`src/rtl/hazard_sb.sv`:
```
// hazard_sb: per-register latency scoreboard driving pipeline stalls and the EX bubble.
// Optional HAZARD_PERF_EN adds a data-hazard stall-cycle counter on perf_hz_cnt.
module hazard_sb #(
   parameter int NREG = 32,
   parameter int LAT_MAX = 7,
   localparam int RW = $clog2(NREG),
   localparam int CW = $clog2(LAT_MAX + 1)
) (
   input  logic          clk,
   input  logic          rst_n,
   input  logic          id_valid,
   input  logic [RW-1:0] id_rs1,
   input  logic [RW-1:0] id_rs2,
   input  logic          id_rs1_used,
   input  logic          id_rs2_used,
   input  logic [RW-1:0] id_rd,
   input  logic          id_wr,
   input  logic [CW-1:0] id_lat,
   input  logic          flush,
   input  logic          b_rd_i,
   input  logic          b_rd,
   input  logic          b_wr,
   output logic          stall_if,
   output logic          stall_pd,
   output logic          stall_id,
   output logic          stall_ex,
   output logic          stall_mem,
   output logic          bubble_ex,
   output logic [31:0]   perf_hz_cnt
);
   localparam logic [CW-1:0] LMAX = CW'(LAT_MAX);
   logic [CW-1:0] sb_q [NREG];
   logic [CW-1:0] sb_d [NREG];
   logic [CW-1:0] lat_c;
   logic stall_all, raw, waw, hz, issue;
   assign stall_all = !rst_n | b_rd_i | b_rd | b_wr;
   assign lat_c = (id_lat > LMAX) ? LMAX : id_lat;
   assign raw = id_valid & ((id_rs1_used & (id_rs1 != '0) & (sb_q[id_rs1] != '0))
                          | (id_rs2_used & (id_rs2 != '0) & (sb_q[id_rs2] != '0)));
   assign waw = id_valid & id_wr & (id_rd != '0) & (sb_q[id_rd] > lat_c);
   assign hz = (raw | waw) & !flush;
   assign issue = id_valid & id_wr & (id_rd != '0) & !flush & !stall_all & !hz;
   assign stall_if = stall_all | hz;
   assign stall_pd = stall_all | hz;
   assign stall_id = stall_all | hz;
   assign stall_ex = stall_all;
   assign stall_mem = stall_all;
   assign bubble_ex = hz & !stall_all;
   // a fresh issue overrides the decrement of its own entry
   always_comb begin
      for (int i = 0; i < NREG; i++)
         sb_d[i] = (sb_q[i] != '0 && !stall_all) ? sb_q[i] - CW'(1) : sb_q[i];
      sb_d[0] = '0;
      if (issue && lat_c != '0) sb_d[id_rd] = lat_c;
   end
   always_ff @(posedge clk or negedge rst_n) begin
      if (!rst_n) sb_q <= '{default: '0};
      else sb_q <= sb_d;
   end
`ifdef HAZARD_PERF_EN
   logic [31:0] perf_q;
   always_ff @(posedge clk or negedge rst_n) begin
      if (!rst_n) perf_q <= '0;
      else if (hz && !stall_all) perf_q <= perf_q + 32'd1;
   end
   assign perf_hz_cnt = perf_q;
`else
   assign perf_hz_cnt = '0;
`endif
endmodule
```
`config.mk`:
```
export PLATFORM = sky130hd
export DESIGN_NAME = hazard_sb
export DESIGN_NICKNAME = d
export VERILOG_FILES = /design/src/rtl/hazard_sb.sv
export SDC_FILE = /design/constraint.sdc
export NUM_CORES = 1
export LEC_CHECK = 0
export ABC_AREA = 1
export CELL_PAD_IN_SITES_DETAIL_PLACEMENT = 2
export CELL_PAD_IN_SITES_GLOBAL_PLACEMENT = 2
export CORE_MARGIN = 1
export CORE_UTILIZATION = 30
export CTS_CLUSTER_SIZE = 25
export DETAILED_ROUTE_END_ITERATION = 12
export PLACE_DENSITY = 0.88
export SYNTH_ARGS = -nofsm -noshare
export SYNTH_HDL_FRONTEND = slang
export SYNTH_SLANG_ARGS = --single-unit
```
`constraint.sdc`:
```
create_clock -name clk -period 4.5 [get_ports clk]
set_clock_uncertainty 0.2 [all_clocks]
set_input_delay 1.125 -clock clk [delete_from_list [all_inputs] [get_ports clk]]
set_output_delay 1.125 -clock clk [all_outputs]
set_load 0.02 [all_outputs]
```
==> impl_metrics.tcl <==
set metrics [dict create \
    outcome "complete, but fails checks" \
    violations "DRC, setup timing" \
    synth_sequential_area_ratio 0.2532 \
    dpl.cell_count 1870 \
    dpl_cell_area_mm2 0.01048 \
    postSynthCellCount 1466 \
    critPathArrivalTime_ns 3.58 \
    vias_per_cell 6.140 \
    cts_buffers 9 \
    detail_route.drc_violations 5 \
    totalWireLength_um 52650 \
    place.port_buffers 33 \
    critical_path.endpoint "stall_pd" \
    cts-root-to-sink-buffers 2 \
    synthDominantAreaCellType "sky130_fd_sc_hd__dfrtp_1" \
    grt_antenna_before_repair 2 \
    net_switching_power_uw 3510 \
    static-leakage-power_uw 0.005474 \
    timing.critical_path.required_ns 3.17 \
    worstMarginPinSlew_ns 0.7881 \
    intPower_uw 2974 \
    synth_enable_flop_cells 0 \
    initial_core_util 0.3078 \
    rsz0062_at_grt "yes" \
    clock_insertion_delay_worst_skew_ns 0.40 \
    p_clk_frac 0.148 \
    crit_start "id_rd[0]" \
    coreArea_mm2 0.03083 \
    yosysTopAreaCellShare 0.2532 \
    clock_sinks 96 \
    grt_overflow 0 \
    start_kind "input port" \
    first_pass_grt_wire_length_um 76980 \
    fin_area_mm2 0.01120 \
    cts_root_buffer "sky130_fd_sc_hd__clkbuf_16" \
    flow.area_growth_from_synthesis_pct 18.00 \
    die-area_mm2 0.03234 \
    worst_relative_slew_slack 0.4746 \
    syn_avg_cell_area_um2 6.472 \
    dp_hpwl_um 32680 \
    fin_hold_ws_ns 0.4527 \
    netlist-cell-type-count 34 \
    drtAntennaViolNets 0 \
    period_needed_ns 4.903 \
    drv_slew 0 \
    r2r_slack_ns 0.60 \
    critical_path.reg2reg.startpoint "sb_q[56]" \
    largest-register "sb_q" \
    yosysWarningCount 0 \
    clock_h_tree_levels 3 \
    biggestRegsByFlops "sb_q x96" \
    timing.fmax_ghz 0.2040 \
    maxCapViolations 0 \
    num-nets-final 1589 \
    share_of_async_settable_or_async_resettable_flops_after_synthesis 1.000 \
    largest_register_ff_count 96 \
    timing.final.setup_violations 5 \
    rows 64 \
    cellPowerDensity_mw_per_mm2 579.1 \
    die_height_um 179.8 \
    detail_route.iter0.violations 1171 \
    routed_wire_length_per_instance_um 27.74 \
    min-delay-path-class "reg2reg" \
    path_clk_slew_ns 0.08 \
    grt_pass1_vias 12650 \
    power.share.combinational 0.572 \
    finish.cell_count_without_fillers 1898 \
    path_max_fanout 7 \
    netlist_top_cells_area "sky130_fd_sc_hd__dfrtp_1 25%, sky130_fd_sc_hd__nand2_1 20%, sky130_fd_sc_hd__ha_1 8.6%" \
    finalHoldViolations 0 \
    num_vias 11650 \
    netlist_area_mm2 0.009488 \
    synth-seq-cells 96 \
    worstSetupPathType "in2out" \
    die_width_um 179.8 \
    ys_dominant_reg_cell "sky130_fd_sc_hd__dfrtp_1" \
    finalCoreUtilization 0.3631 \
    layout_worst_path_cycle_share 1.090 \
    p_sw_frac 0.5414 \
    r2r_cells 15 \
    timing.rr.end "sb_q[33]" \
    firstDrtPassIters 9 \
    power.sequential.fraction 0.280 \
    layout_setup_ws_ns -0.4030 \
    irDropWorstVdd_mv 0.2244 \
    track_usage 0.3095 \
    globalplace.congestion 0.9325 \
    drive_above_1_share 0.1193 \
    grt_start_max_net_pins 54 \
    io_pins 66 \
    crit_path_end_kind "output pin" \
    tritoncts "yes" \
]
worst min-delay path by stage:
stage,depth (start not counted),slack [ns],to,startpoint
final,4,0.45,sb_q[28],sb_q[28]
after global routing,4,0.50,sb_q[28],sb_q[28]
after CTS,4,0.45,sb_q[28],sb_q[28]
after detailed placement,4,0.43,sb_q[28],sb_q[28]
after global placement,4,0.41,sb_q[76],sb_q[76]
after floorplan,4,0.38,sb_q[28],sb_q[28]
per-stage QoR:
stage / total power (uW) / setup TNS, ns / setup WS, ns
3_5_place_dp: 5000 / -92.70 / -1.375
4_1_cts: 6097 / -0.1985 / -0.06873
6_report: 6484 / -1.614 / -0.4030
3_3_place_gp: 4545 / -67.58 / -1.159
5_1_grt: 6879 / -4.269 / -0.5036
2_1_floorplan: 3725 / -0.2188 / -0.07331
kinds of logic (layout without fill, tap and decap cells):
family / Yosys count / in the layout / share of synthesized area
and+or+nand+nor: 760 / 761 / 0.3513
other: 1 / 36 / 0.0003952
AOI/OAI and AO/OA: 248 / 248 / 0.1493
xor gates and xnor gates: 32 / 32 / 0.02954
adders and majority gates: 65 / 65 / 0.08572
buffers and inverters: 264 / 264 / 0.1306
DFF: 96 / 96 / 0.2532
power groups by stage:
| stage | Clock (uW) | Sequential, uW | Combinational (uW) |
|---|---|---|---|
| 2_1_floorplan | 0 | 1510 | 2210 |
| 3_3_place_gp | 0 | 1710 | 2840 |
| 3_5_place_dp | 0 | 1730 | 3270 |
| 4_1_cts | 935 | 1740 | 3420 |
| 5_1_grt | 980 | 1820 | 4080 |
| 6_report | 958 | 1810 | 3710 |
cells in the final DEF, fill, tap and decap left out, types with 4 or more instances in the layout:
master                              n
sky130_fd_sc_hd__nor3_1             8
sky130_fd_sc_hd__conb_1            35
sky130_fd_sc_hd__nand4_1          102
sky130_fd_sc_hd__inv_6              5
sky130_fd_sc_hd__nand3_1           77
sky130_fd_sc_hd__nor2_1            19
sky130_fd_sc_hd__dfrtp_1           96
sky130_fd_sc_hd__xor2_1            32
sky130_fd_sc_hd__a22oi_2           10
sky130_fd_sc_hd__ha_1              63
sky130_fd_sc_hd__clkdlybuf4s50_1   18
sky130_fd_sc_hd__buf_6             10
sky130_fd_sc_hd__a21oi_1           12
sky130_fd_sc_hd__o221ai_2           6
sky130_fd_sc_hd__or2_1             12
sky130_fd_sc_hd__inv_2              6
sky130_fd_sc_hd__o21ai_1           66
sky130_fd_sc_hd__o21ai_0          110
sky130_fd_sc_hd__inv_1            111
sky130_fd_sc_hd__dlygate4sd2_1      5
sky130_fd_sc_hd__a22oi_1           14
sky130_fd_sc_hd__nor2_2             5
sky130_fd_sc_hd__clkbuf_16         11
sky130_fd_sc_hd__o221ai_1          18
sky130_fd_sc_hd__buf_12            13
sky130_fd_sc_hd__nor3_2             4
sky130_fd_sc_hd__or2_0             18
sky130_fd_sc_hd__buf_4             75
sky130_fd_sc_hd__nand2_2            5
sky130_fd_sc_hd__nand2_1          500
area by class of cell:
| cell class | count | area, um2 |
|---|---|---|
| antenna | 1 | 2.502 |
| clock buffer | 9 | 225.2 |
| clock inverter | 7 | 100.1 |
| fill | 3665 | 19630 |
| inverter | 120 | 465.4 |
| multi-input combinational | 1141 | 6238 |
| sequential | 96 | 2402 |
| tap | 396 | 495.5 |
| timing repair buffer | 128 | 1266 |
layer usage:
| layer | vias up | track usage | part of all wire |
|---|---|---|---|
| li1 | 4880 | - | - |
| met2 | 557 | 0.5301 | 0.48 |
| met3 | 205 | 0.05733 | 0.067 |
| met4 | 0 | 0.1721 | 0.056 |
| met1 | 6012 | 0.3639 | 0.39 |
| met5 | - | 0 | 0 |
cells in the mapped netlist (3+ instances only):
cell	instances
sky130_fd_sc_hd__inv_1	115
sky130_fd_sc_hd__clkbuf_1	73
sky130_fd_sc_hd__nor3_1	11
sky130_fd_sc_hd__a22oi_1	24
sky130_fd_sc_hd__dfrtp_1	96
sky130_fd_sc_hd__o21ai_1	65
sky130_fd_sc_hd__nand4_1	102
sky130_fd_sc_hd__buf_4	40
sky130_fd_sc_hd__or2_1	12
sky130_fd_sc_hd__o21ai_0	112
sky130_fd_sc_hd__nor2_1	26
sky130_fd_sc_hd__inv_2	3
sky130_fd_sc_hd__nand2_1	506
sky130_fd_sc_hd__buf_2	20
sky130_fd_sc_hd__xor2_1	32
sky130_fd_sc_hd__a21oi_1	15
sky130_fd_sc_hd__nand3_1	79
sky130_fd_sc_hd__buf_6	9
sky130_fd_sc_hd__or2_0	18
sky130_fd_sc_hd__o221ai_1	24
sky130_fd_sc_hd__ha_1	65
what timing repair did:
item | in CTS | in global routing
gates cloned | 1 | 2
endpoints found under the setup margin | 97 | 49
setup buffers | 6 | 2
pin swaps | 8 | 13
hold buffers | 0 | 0
resized for setup | 92 | 24
worst max-delay path, stage by stage:
cell and delay (ns):
sky130_fd_sc_hd__buf_12 0.12, sky130_fd_sc_hd__inv_8 0.06, sky130_fd_sc_hd__nor2_4 0.06, sky130_fd_sc_hd__buf_12 0.14
sky130_fd_sc_hd__buf_4 0.13, sky130_fd_sc_hd__a22oi_1 0.41, sky130_fd_sc_hd__o221ai_1 0.21, sky130_fd_sc_hd__nand2_1 0.11
sky130_fd_sc_hd__nand4_1 0.15, sky130_fd_sc_hd__nor2_2 0.13, sky130_fd_sc_hd__ha_1 0.26, sky130_fd_sc_hd__a31oi_1 0.14
sky130_fd_sc_hd__nand2_1 0.10, sky130_fd_sc_hd__nand2_2 0.13, sky130_fd_sc_hd__nand2_4 0.08, sky130_fd_sc_hd__nand2_4 0.08
sky130_fd_sc_hd__buf_6 0.12
Power figures use the tool's default switching activity.
